**config.mk**
```make
export PLATFORM = sky130hd
export DESIGN_NAME = hazard_scoreboard_unit_flat
export DESIGN_NICKNAME = d
export VERILOG_FILES = /design/src/rtl/hazard_scoreboard_unit_pkg.sv /design/src/rtl/hazard_scoreboard_unit_if.sv /design/src/rtl/hazard_scoreboard_unit_sat_counter.sv /design/src/rtl/hazard_scoreboard_unit.sv /design/src/flat_wrapper.sv
export SDC_FILE = /design/constraint.sdc
export NUM_CORES = 1
export LEC_CHECK = 0
export BUFFER_PORTS_ARGS = -buffer_cell sky130_fd_sc_hd__buf_2
export CORE_ASPECT_RATIO = 0.7
export CORE_MARGIN = 2
export CORE_UTILIZATION = 50
export DETAILED_ROUTE_END_ITERATION = 10
export PLACE_DENSITY_LB_ADDON = 0.05
export SLEW_MARGIN = 10
export SYNTH_ARGS = -nofsm -noshare
export SYNTH_HDL_FRONTEND = slang
export SYNTH_HIERARCHICAL = 1
export SYNTH_SLANG_ARGS = --single-unit
```
**constraint.sdc**
```tcl
create_clock -name clk -period 2.5 [get_ports clk]
set_input_delay 0 -clock clk [delete_from_list [all_inputs] [get_ports clk]]
set_output_delay 0 -clock clk [all_outputs]
set_load 0.01 [all_outputs]
```
**src/rtl/hazard_scoreboard_unit_pkg.sv**
```systemverilog
// hazard_scoreboard_unit_pkg
// Shared types for the pipeline hazard controller:
//   - slot_flags_t : per-slot scoreboard flags (valid, reg_write, mem_read);
//                    the dest field width comes from the REG_ADDR_W parameter
//   - hz_state_t   : priority-resolved control state for the current cycle
//   - hz_ctrl_t    : bundle of the six pipeline control outputs
//   - resolve_state / state_ctrl : priority resolution and output decode
package hazard_scoreboard_unit_pkg;

  localparam int SLOT_FLAG_W = 3;

  typedef struct packed {
    logic valid;
    logic reg_write;
    logic mem_read;
  } slot_flags_t;

  typedef enum logic [2:0] {
    FREEZE = 3'd0,
    BMISS  = 3'd1,
    DSTALL = 3'd2,
    JMISS  = 3'd3,
    IWAIT  = 3'd4,
    RUN    = 3'd5
  } hz_state_t;

  typedef struct packed {
    logic stall_ifid;
    logic flush_ifid;
    logic flush_idex;
    logic freeze_pipe;
    logic pc_write;
    logic ir_write;
  } hz_ctrl_t;

  // Outputs presented while reset_n is low: nothing advances and both
  // front-end pipeline registers are loaded with bubbles.
  localparam hz_ctrl_t RESET_CTRL = '{
    stall_ifid: 1'b0, flush_ifid: 1'b1, flush_idex: 1'b1,
    freeze_pipe: 1'b0, pc_write: 1'b0, ir_write: 1'b0
  };

  // Highest priority first. A data-memory wait freezes everything, so a
  // coinciding miss is dropped and must be re-asserted by its source.
  function automatic hz_state_t resolve_state(
    input logic d_mem_ready,
    input logic i_branch_miss,
    input logic data_stall,
    input logic jump_miss,
    input logic i_mem_ready
  );
    hz_state_t st;
    if (!d_mem_ready)       st = FREEZE;
    else if (i_branch_miss) st = BMISS;   // ID instruction is wrong-path
    else if (data_stall)    st = DSTALL;
    else if (jump_miss)     st = JMISS;
    else if (!i_mem_ready)  st = IWAIT;
    else                    st = RUN;
    return st;
  endfunction

  function automatic hz_ctrl_t state_ctrl(input hz_state_t st);
    hz_ctrl_t c;
    c = '0;
    case (st)
      FREEZE: begin
        c.freeze_pipe = 1'b1;
        c.stall_ifid  = 1'b1;
      end
      BMISS: begin
        c.flush_ifid = 1'b1;
        c.flush_idex = 1'b1;
        c.pc_write   = 1'b1;
        c.ir_write   = 1'b1;
      end
      DSTALL: begin
        c.stall_ifid = 1'b1;
        c.flush_idex = 1'b1;
      end
      JMISS: begin
        c.flush_ifid = 1'b1;
        c.pc_write   = 1'b1;
        c.ir_write   = 1'b1;
      end
      IWAIT: begin
        c.flush_ifid = 1'b1;
      end
      default: begin
        c.pc_write = 1'b1;
        c.ir_write = 1'b1;
      end
    endcase
    return c;
  endfunction

endpackage

```
**src/rtl/hazard_scoreboard_unit_if.sv**
```systemverilog
// hazard_scoreboard_unit_if
// Bundle between the control unit / memories (master) and the hazard
// controller (slave).
//   master drives : ID decode fields, jump/branch miss, memory ready, cnt_clear
//   slave drives  : pipeline enables/flushes, pc_write, ir_write, counters
interface hazard_scoreboard_unit_if #(
  parameter int REG_ADDR_W = 2,
  parameter int CNT_W      = 16
);
  logic                  id_valid;
  logic                  id_use_rs;
  logic                  id_use_rt;
  logic [REG_ADDR_W-1:0] id_rs;
  logic [REG_ADDR_W-1:0] id_rt;
  logic                  id_reg_write;
  logic [REG_ADDR_W-1:0] id_dest;
  logic                  id_mem_read;
  logic                  jump_miss;
  logic                  i_branch_miss;
  logic                  i_mem_ready;
  logic                  d_mem_ready;
  logic                  cnt_clear;

  logic                  stall_IFID;
  logic                  flush_IFID;
  logic                  flush_IDEX;
  logic                  freeze_pipe;
  logic                  pc_write;
  logic                  ir_write;
  logic [CNT_W-1:0]      stall_cycles;
  logic [CNT_W-1:0]      flush_count;

  modport master (
    output id_valid, id_use_rs, id_use_rt, id_rs, id_rt, id_reg_write,
           id_dest, id_mem_read, jump_miss, i_branch_miss, i_mem_ready,
           d_mem_ready, cnt_clear,
    input  stall_IFID, flush_IFID, flush_IDEX, freeze_pipe, pc_write,
           ir_write, stall_cycles, flush_count
  );

  modport slave (
    input  id_valid, id_use_rs, id_use_rt, id_rs, id_rt, id_reg_write,
           id_dest, id_mem_read, jump_miss, i_branch_miss, i_mem_ready,
           d_mem_ready, cnt_clear,
    output stall_IFID, flush_IFID, flush_IDEX, freeze_pipe, pc_write,
           ir_write, stall_cycles, flush_count
  );
endinterface

```
**src/rtl/hazard_scoreboard_unit_sat_counter.sv**
```systemverilog
// sat_counter
// Event counter that sticks at all-ones. clear wins over inc.
//   clk, reset_n : clock, asynchronous active-low reset
//   clear        : synchronous clear
//   inc          : count this cycle
//   count        : current value
module sat_counter #(
  parameter int CNT_W = 16
) (
  input  logic             clk,
  input  logic             reset_n,
  input  logic             clear,
  input  logic             inc,
  output logic [CNT_W-1:0] count
);

  logic [CNT_W-1:0] count_reg;
  logic [CNT_W-1:0] count_next;

  always_comb begin
    count_next = count_reg;
    if (clear)
      count_next = '0;
    else if (inc && (count_reg != {CNT_W{1'b1}}))
      count_next = count_reg + CNT_W'(1);
  end

  always_ff @(posedge clk or negedge reset_n) begin
    if (!reset_n)
      count_reg <= '0;
    else
      count_reg <= count_next;
  end

  assign count = count_reg;

endmodule

```
**src/rtl/hazard_scoreboard_unit.sv**
```systemverilog
// hazard_scoreboard_unit
// Pipeline hazard controller with a private shift-register scoreboard of
// in-flight destinations (slot0 = EX, slot1 = MEM, slot2 = WB, ...).
// Control outputs are combinational from the scoreboard and current inputs.
//   clk     : clock
//   reset_n : asynchronous active-low reset
//   bus     : hazard_scoreboard_unit_if.slave (ID fields, misses, memory
//             ready, cnt_clear in; pipeline controls and counters out)
module hazard_scoreboard_unit
  import hazard_scoreboard_unit_pkg::*;
#(
  parameter int DATA_FORWARDING  = 1,
  parameter int REG_ADDR_W       = 2,
  parameter int PIPE_DEPTH       = 3,
  parameter int RF_WRITE_THROUGH = 0,
  parameter int CNT_W            = 16
) (
  input logic                      clk,
  input logic                      reset_n,
  hazard_scoreboard_unit_if.slave  bus
);

  // With a write-through register file the oldest slot's value is already
  // visible to the ID read, so it cannot cause a hazard.
  localparam int NUM_CHECKED = (RF_WRITE_THROUGH != 0) ? PIPE_DEPTH - 1 : PIPE_DEPTH;

  slot_flags_t           sb_flags_reg [PIPE_DEPTH];
  logic [REG_ADDR_W-1:0] sb_dest_reg  [PIPE_DEPTH];

  logic [PIPE_DEPTH-1:0] slot_match;
  logic [PIPE_DEPTH-1:0] slot_checked;
  logic                  data_stall;
  hz_state_t             state;
  hz_ctrl_t              ctrl;
  logic                  advance;
  slot_flags_t           slot0_flags_next;

  // Per-slot RAW match against the sources the ID instruction actually uses.
  for (genvar gi = 0; gi < PIPE_DEPTH; gi++) begin : g_slot
    assign slot_match[gi] = bus.id_valid
                          & sb_flags_reg[gi].valid
                          & sb_flags_reg[gi].reg_write
                          & ((bus.id_use_rs & (sb_dest_reg[gi] == bus.id_rs))
                           | (bus.id_use_rt & (sb_dest_reg[gi] == bus.id_rt)));
    assign slot_checked[gi] = (gi < NUM_CHECKED) ? 1'b1 : 1'b0;
  end

  // With forwarding only a load still in EX cannot supply its result in time.
  assign data_stall = (DATA_FORWARDING != 0)
                    ? (slot_match[0] & sb_flags_reg[0].mem_read)
                    : (|(slot_match & slot_checked));

  assign state   = resolve_state(bus.d_mem_ready, bus.i_branch_miss, data_stall,
                                 bus.jump_miss, bus.i_mem_ready);
  assign advance = (state != FREEZE);

  // Branch miss squashes the wrong-path ID instruction; a data stall holds
  // it in ID, so in both cases EX receives a bubble. A mispredicted jump
  // still enters because JAL writes its link register.
  always_comb begin
    slot0_flags_next = '0;
    if ((state != BMISS) && (state != DSTALL)) begin
      slot0_flags_next.valid     = bus.id_valid;
      slot0_flags_next.reg_write = bus.id_reg_write;
      slot0_flags_next.mem_read  = bus.id_mem_read;
    end
  end

  always_ff @(posedge clk or negedge reset_n) begin
    if (!reset_n) begin
      for (int i = 0; i < PIPE_DEPTH; i++) begin
        sb_flags_reg[i] <= '0;
        sb_dest_reg[i]  <= '0;
      end
    end else if (advance) begin
      sb_flags_reg[0] <= slot0_flags_next;
      sb_dest_reg[0]  <= bus.id_dest;
      for (int i = 1; i < PIPE_DEPTH; i++) begin
        sb_flags_reg[i] <= sb_flags_reg[i-1];
        sb_dest_reg[i]  <= sb_dest_reg[i-1];
      end
    end
  end

  always_comb begin
    ctrl = RESET_CTRL;
    if (reset_n)
      ctrl = state_ctrl(state);
  end

  assign bus.stall_IFID  = ctrl.stall_ifid;
  assign bus.flush_IFID  = ctrl.flush_ifid;
  assign bus.flush_IDEX  = ctrl.flush_idex;
  assign bus.freeze_pipe = ctrl.freeze_pipe;
  assign bus.pc_write    = ctrl.pc_write;
  assign bus.ir_write    = ctrl.ir_write;

  sat_counter #(.CNT_W(CNT_W)) u_stall_cnt (
    .clk     (clk),
    .reset_n (reset_n),
    .clear   (bus.cnt_clear),
    .inc     ((state == FREEZE) || (state == DSTALL)),
    .count   (bus.stall_cycles)
  );

  sat_counter #(.CNT_W(CNT_W)) u_flush_cnt (
    .clk     (clk),
    .reset_n (reset_n),
    .clear   (bus.cnt_clear),
    .inc     ((state == BMISS) || (state == JMISS)),
    .count   (bus.flush_count)
  );

endmodule

```
**src/flat_wrapper.sv**
```systemverilog
// flat-port wrapper written by rule: the top's interface ports become plain ports
module hazard_scoreboard_unit_flat import hazard_scoreboard_unit_pkg::*;
#(
  parameter int DATA_FORWARDING  = 1,
  parameter int REG_ADDR_W       = 2,
  parameter int PIPE_DEPTH       = 3,
  parameter int RF_WRITE_THROUGH = 0,
  parameter int CNT_W            = 16
)
  (clk, reset_n, bus_id_valid, bus_id_use_rs, bus_id_use_rt, bus_id_rs, bus_id_rt, bus_id_reg_write, bus_id_dest, bus_id_mem_read, bus_jump_miss, bus_i_branch_miss, bus_i_mem_ready, bus_d_mem_ready, bus_cnt_clear, bus_stall_IFID, bus_flush_IFID, bus_flush_IDEX, bus_freeze_pipe, bus_pc_write, bus_ir_write, bus_stall_cycles, bus_flush_count);
  hazard_scoreboard_unit_if #(.REG_ADDR_W(REG_ADDR_W), .CNT_W(CNT_W)) bus_i ();
  input logic clk;
  input logic reset_n;
  input wire logic [$bits(bus_i.id_valid)-1:0] bus_id_valid;
  input wire logic [$bits(bus_i.id_use_rs)-1:0] bus_id_use_rs;
  input wire logic [$bits(bus_i.id_use_rt)-1:0] bus_id_use_rt;
  input wire logic [$bits(bus_i.id_rs)-1:0] bus_id_rs;
  input wire logic [$bits(bus_i.id_rt)-1:0] bus_id_rt;
  input wire logic [$bits(bus_i.id_reg_write)-1:0] bus_id_reg_write;
  input wire logic [$bits(bus_i.id_dest)-1:0] bus_id_dest;
  input wire logic [$bits(bus_i.id_mem_read)-1:0] bus_id_mem_read;
  input wire logic [$bits(bus_i.jump_miss)-1:0] bus_jump_miss;
  input wire logic [$bits(bus_i.i_branch_miss)-1:0] bus_i_branch_miss;
  input wire logic [$bits(bus_i.i_mem_ready)-1:0] bus_i_mem_ready;
  input wire logic [$bits(bus_i.d_mem_ready)-1:0] bus_d_mem_ready;
  input wire logic [$bits(bus_i.cnt_clear)-1:0] bus_cnt_clear;
  output wire logic [$bits(bus_i.stall_IFID)-1:0] bus_stall_IFID;
  output wire logic [$bits(bus_i.flush_IFID)-1:0] bus_flush_IFID;
  output wire logic [$bits(bus_i.flush_IDEX)-1:0] bus_flush_IDEX;
  output wire logic [$bits(bus_i.freeze_pipe)-1:0] bus_freeze_pipe;
  output wire logic [$bits(bus_i.pc_write)-1:0] bus_pc_write;
  output wire logic [$bits(bus_i.ir_write)-1:0] bus_ir_write;
  output wire logic [$bits(bus_i.stall_cycles)-1:0] bus_stall_cycles;
  output wire logic [$bits(bus_i.flush_count)-1:0] bus_flush_count;
  assign bus_i.id_valid = bus_id_valid;
  assign bus_i.id_use_rs = bus_id_use_rs;
  assign bus_i.id_use_rt = bus_id_use_rt;
  assign bus_i.id_rs = bus_id_rs;
  assign bus_i.id_rt = bus_id_rt;
  assign bus_i.id_reg_write = bus_id_reg_write;
  assign bus_i.id_dest = bus_id_dest;
  assign bus_i.id_mem_read = bus_id_mem_read;
  assign bus_i.jump_miss = bus_jump_miss;
  assign bus_i.i_branch_miss = bus_i_branch_miss;
  assign bus_i.i_mem_ready = bus_i_mem_ready;
  assign bus_i.d_mem_ready = bus_d_mem_ready;
  assign bus_i.cnt_clear = bus_cnt_clear;
  assign bus_stall_IFID = bus_i.stall_IFID;
  assign bus_flush_IFID = bus_i.flush_IFID;
  assign bus_flush_IDEX = bus_i.flush_IDEX;
  assign bus_freeze_pipe = bus_i.freeze_pipe;
  assign bus_pc_write = bus_i.pc_write;
  assign bus_ir_write = bus_i.ir_write;
  assign bus_stall_cycles = bus_i.stall_cycles;
  assign bus_flush_count = bus_i.flush_count;
  hazard_scoreboard_unit #(.DATA_FORWARDING(DATA_FORWARDING), .REG_ADDR_W(REG_ADDR_W), .PIPE_DEPTH(PIPE_DEPTH), .RF_WRITE_THROUGH(RF_WRITE_THROUGH), .CNT_W(CNT_W)) u_core (.clk(clk), .reset_n(reset_n), .bus(bus_i));
endmodule
```
Yosys cells after proc, flatten, opt, wreduce, memory -nomap -nowiden. Cells that the tools add are included.

Register bits: 37. Input port bits: 18. Output and inout bits: 38. Word-level logic and storage cells: 54.

Add/subtract/negate cells: 2. Equality and inequality tests: 10. Muxes and demuxes: 16. Bitwise gates (word level): 7. Reduce and logical (&&, ||, !) cells: 13.

Operators by type and width (number): $mux 16 (4); $add 16x1->16 const B (2); $ne 16x16->1 const B (2); $mux 3 (5); $and 1x1->1 (6); $eq 3x2->1 const B (2); $mux 6 (1); $reduce_or 3->1 (2); $mux 1 (5); $eq 2x2->1 (2); $reduce_bool 2->1 (2); $reduce_or 2->1 (2); $eq 3x1->1 const B (1); $eq 3x3->1 const B (1); $logic_and 1x1->1 (3); $logic_not 3->1 (1); $ne 3x1->1 const B (1); $ne 3x2->1 const B (1); $reduce_bool 3->1 (1); $logic_or 1x1->1 (2); $mux 2 (1); $or 1x1->1 (1).

Longest topological paths before layout.
Depth after elaboration: 13. Gate-level depth with buffers: 9. Mapped depth without buffers: 7.

Cells and area by module. The synthesis kept the hierarchy.

Modules (own cells, without submodules): sat_counter (times used 2, cells each 98, area an instance 942.2 um^2); hazard_scoreboard_unit (times used 1, cells each 41, area an instance 361.6 um^2).

Worst setup path before layout. Ideal clock, no wire load.

Kind: flip-flop to flip-flop. From: register u_core/sb_dest_reg[4] (netlist bit). To: register u_core.u_flush_cnt.count_reg[3] (netlist: u_core/u_flush_cnt/count[3]). Setup time: 0.078 ns. Arrival: 2.100 ns. Data required time: 2.422 ns. Slack: 0.322 ns. Stages on the path, launching flop included: 9. Buffers on the path: 1. Period minus slack after synthesis: 2.178 ns. Path through: dfrtp_1 -> xnor2_1 -> nand3_1 -> a21oi_4 -> o21ai_0 -> inv_1 -> clkbuf_1 -> or4_2 -> a21oi_1.

Cells in the longest elaborated chain, start to end: 12. Elaborated cells between the ends (all ways): 15.

Ends and longest elaborated chain: start, declared (line hazard_scoreboard_unit.sv:28) `logic [REG_ADDR_W-1:0] sb_dest_reg [PIPE_DEPTH];`; start signal, assigned by index (line hazard_scoreboard_unit.sv:80) `sb_dest_reg[i] <= sb_dest_reg[i-1];`; $eq 2x2->1, on equally long branches (line hazard_scoreboard_unit.sv:43, hazard_scoreboard_unit.sv:44); $and 1x1->1, on equally long branches (line hazard_scoreboard_unit.sv:43, hazard_scoreboard_unit.sv:44); $or 1x1->1 * (line hazard_scoreboard_unit.sv:44) `| (bus.id_use_rt & (sb_dest_reg[gi] == bus.id_rt)));`; $and 1x1->1 * (line hazard_scoreboard_unit.sv:43) `& ((bus.id_use_rs & (sb_dest_reg[gi] == bus.id_rs))`; $and 1x1->1 * (line hazard_scoreboard_unit.sv:50) `? (slot_match[0] & sb_flags_reg[0].mem_read)`; $mux 3 * (line hazard_scoreboard_unit_pkg.sv:55) `else if (data_stall) st = DSTALL;`; $mux 3 * (line hazard_scoreboard_unit_pkg.sv:54) `else if (i_branch_miss) st = BMISS;`; $mux 3 * (line hazard_scoreboard_unit_pkg.sv:53) `if (!d_mem_ready) st = FREEZE;`; $eq 3x1->1 or $eq 3x2->1 (tied branches) (line hazard_scoreboard_unit.sv:110) `.inc ((state == BMISS) || (state == JMISS)),`; $logic_or 1x1->1 * (line hazard_scoreboard_unit.sv:110); $logic_and 1x1->1 * (line hazard_scoreboard_unit_sat_counter.sv:24) `else if (inc && (count_reg != {CNT_W{1'b1}}))`; $reduce_bool 2->1 (no line) *; end signal, assigned (line hazard_scoreboard_unit_sat_counter.sv:32) `count_reg <= count_next;`; end, declared (line hazard_scoreboard_unit_sat_counter.sv:17) `logic [CNT_W-1:0] count_reg;`.

Every way passes the cells marked *; elsewhere a longest branch is shown, timed or not. A chain may end at the register's enable or synchronous reset.

Final worst setup path.
From: register u_core/sb_dest_reg[4] (netlist bit). To: register u_core.u_stall_cnt.count_reg[2] (netlist: u_core/u_stall_cnt/count[2]).

Cells in the longest elaborated chain, start to end: 12. Elaborated cells between the ends (all ways): 15.

Ends and longest elaborated chain: $eq 2x2->1, on equally long branches (line hazard_scoreboard_unit.sv:43, hazard_scoreboard_unit.sv:44); $and 1x1->1, on equally long branches (line hazard_scoreboard_unit.sv:43, hazard_scoreboard_unit.sv:44); $or 1x1->1 * (line hazard_scoreboard_unit.sv:44); $and 1x1->1 * (line hazard_scoreboard_unit.sv:43); $and 1x1->1 * (line hazard_scoreboard_unit.sv:50); $mux 3 * (line hazard_scoreboard_unit_pkg.sv:55); $mux 3 * (line hazard_scoreboard_unit_pkg.sv:54); $mux 3 * (line hazard_scoreboard_unit_pkg.sv:53); $eq 3x2->1 or $logic_not 3->1 (tied branches) (line hazard_scoreboard_unit.sv:102) `.inc ((state == FREEZE) || (state == DSTALL)),`; $logic_or 1x1->1 * (line hazard_scoreboard_unit.sv:102); $logic_and 1x1->1 * (line hazard_scoreboard_unit_sat_counter.sv:24); $reduce_bool 2->1 (no line) *; end signal, assigned (line hazard_scoreboard_unit_sat_counter.sv:32); end, declared (line hazard_scoreboard_unit_sat_counter.sv:17).

Marks and branches as above.

==> flow_summary.yaml <==
run_status:
  run_status: "finished clean"
synthesis:
  yosysUniqueCellTypes: 39
  yosys.area_share.simple: 0.285
  synthCells: 237
  synth-edff-count: 0
  synth_fp_nets: 257
  async_flop_share: 1.00
  synth_flop_cell: "dfrtp_1"
  synth_compound_area_frac: 0.178
  synth_area_leaders: "dfrtp_1 41%, a21oi_1 5.1%, o31ai_1 4.7%, mux2_1 4.0%, nand4_1 3.6%"
  synth_seq_cells: 37
  syn_area_mm2: 0.00225
  yosysTopAreaCell: "dfrtp_1"
  synth_commonest_cells: "37 x dfrtp_1, 23 x a21oi_1, 17 x nand2_1, 14 x o31ai_1, 13 x nand4_1"
  synth_top_family_by_area: "simple AND/OR/NAND/NOR gates"
  synthAdderAreaFrac: 0.0111
  yosysWarnings: 6
  synth_most_common_cell: "dfrtp_1"
  synth_top_cell_area_share: 0.412
  synth-xor-area-share: 0.0156
  syn_avg_cell_area_um2: 9.48
  synth.mux.area_fraction: 0.0501
  yosysSeqAreaShare: 0.412
placed_design:
  place.gp.congestion: 0.811
  hpwl_um: 3750
  pre_cts_slack_ns: 0.0727
  place_area_mm2: 0.00257
  portBuffers: 55
clock_tree:
  clk_latency_ns: 0.30
  clk_pin_slew_ns: 0.07
  cts_tree: "built"
  clock_path_buffers: 2
  htreeDepth: 2
  clock-sinks: 37
  cts_root_buf: "clkbuf_8"
  cts_buffers: 5
layout:
  syn_to_final_growth_pct: 25.8
  layout-drive-gt1-share: 0.320
  fill_cells: 394
  diodes: 0
  postLayoutCellArea_mm2: 0.00283
  finish.utilization: 0.653
  seqCellArea_um2: 926
  nets: 325
  multi_input_area_mm2: 0.00121
global_routing:
  grt_max_degree: 41
  grt.total_usage: 0.229
  grt_pass1_vias: 1832
  grt_pass1_wl_um: 9050
  grt_overflow_total: 0
  antenna_found_initial: 0
sta:
  worst_slack_ns: 0.142
  tns_ns: 0
  hold_viol_final: 0
  rsz0062_at_grt: "false"
  tightest_slew_ns: 0.762
  period_needed_ns: 2.36
  skew_ns: 0.00826
  fmax_mhz: 424
  period_share: 0.943
  setup_violations: 0
  drv_slew: 0
  slew_headroom: 0.492
critical_path:
  worst_ep_arrival_time_ns: 2.58
  timing.rr.end: "u_core/u_stall_cnt/count[2]$_DFFE_PN0P_"
  worstPathRequired_ns: 2.72
  crit_path_start_kind: "register"
  path_class: "register to register"
  crit_fanout: 8
  ff2ff_path_depth: 8
  reg2reg_slack_ns: 0.14
  rr_startpoint: "u_core/sb_dest_reg[4]$_DFFE_PN0P_"
  worstSetupEndpointType: "register"
hold_path:
  worstHoldEndpoint: "u_core/sb_flags_reg[7]$_DFFE_PN0P_"
  hold_path_class: "primary input to register"
  hold_path.startpoint: "bus_i_branch_miss"
  whs_path_depth: 4
die:
  num_io_pins: 56
  die_x_um: 84.1
  fp-row-count: 20
  start_util: 0.519
  die_h_um: 60.1
  core_mm2: 0.00433
  dieArea_mm2: 0.00505
detailed_routing:
  drtAntennaViolNets: 0
  via_per_inst: 5.97
  vias: 2156
  wl_um: 5690
  wl_per_cell_um: 15.8
  drc: 0
  drt_pass1_iterations: 4
  drt_iter0_markers: 169
pwr:
  p_per_area_mw_per_mm2: 492
  power_mw: 1.39
  total_leakage_power_nw: 1.30
  peakVddDrop_uv: 395
job:
  max_cap_violations: 0
worst max-delay path: stages, from the launching register on:
cell and delay (ns):
dfrtp_1 0.42, xnor2_1 0.17, nand3_1 0.14, a21oi_4 0.27
a21bo_2 0.23, clkinvlp_4 0.14, buf_12 0.16, or4_2 0.60
a21oi_1 0.15
routing by layer:
metal / track usage / wire length (um) / share of wire / vias to the layer above
met5: 0 / 0 / 0 / -
met4: 0.0829 / 87 / 0.015 / 0
met3: 0.0470 / 358 / 0.063 / 8
met2: 0.329 / 2370 / 0.42 / 86
met1: 0.342 / 2880 / 0.51 / 1011
li1: - / - / - / 1051
area by class of cell:
| type | count | area share |
|---|---|---|
| well taps | 55 | 0.0244 |
| clock inverters | 3 | 0.0230 |
| multi-input cells | 177 | 0.430 |
| clock buffers | 5 | 0.0244 |
| repair buffers | 73 | 0.155 |
| inverters | 11 | 0.0159 |
| flip-flops and latches | 37 | 0.328 |
where the power goes:
part / switching [mW] / total (mW) / internal (mW)
Sequential: 0.0128 / 0.623 / 0.610
Clock: 0.227 / 0.623 / 0.396
Combinational: 0.0811 / 0.142 / 0.0613
layout by cell type, fill, tap and decap left out, drive strengths merged, types with 14 or more instances in the layout:
cell type and instances:
a21oi 24, dfrtp 37, o31ai 14, nand4 15
nand2 17, buf 66, or4 14
cell families (layout without fill, tap and decap cells):
group	count (synthesis)	count (layout)
compound gates	60	60
xor+xnor	4	4
buf+inv	23	92
flops	37	37
fa+ha+maj	2	2
simple gates	101	101
mux	10	10
what timing repair did:
action | CTS | global route
hold endpoints to repair | 42 | 0
hold buffers | 6 | 0
setup endpoints to repair | 0 | 5
buffers inserted | 0 | 6
resized for setup | 0 | 1
through the flow:
step                      hold WS [ns]  std cells
final                           0.0505        361
after global routing            0.0479        361
after CTS                       0.0315        355
after detailed placement        -0.143        341
after global placement          -0.146        341
after floorplan                 -0.296        237
worst max-delay path by stage:
stage	startpoint	end	slack (ns)	cells after the start
finish	u_core/sb_dest_reg[4]$_DFFE_PN0P_	u_core/u_stall_cnt/count[2]$_DFFE_PN0P_	0.14	8
global route	u_core/sb_dest_reg[4]$_DFFE_PN0P_	u_core/u_flush_cnt/count[2]$_DFFE_PN0P_	0.03	8
CTS	u_core/sb_dest_reg[4]$_DFFE_PN0P_	u_core/u_stall_cnt/count[3]$_DFFE_PN0P_	0.07	7
detailed placement	u_core/sb_dest_reg[4]$_DFFE_PN0P_	u_core/u_stall_cnt/count[3]$_DFFE_PN0P_	0.07	7
global placement	u_core/sb_dest_reg[5]$_DFFE_PN0P_	u_core/u_stall_cnt/count[3]$_DFFE_PN0P_	0.21	7
floorplan	u_core/sb_dest_reg[4]$_DFFE_PN0P_	u_core/u_flush_cnt/count[3]$_DFFE_PN0P_	0.32	8
(Power assumes the default switching activity.)
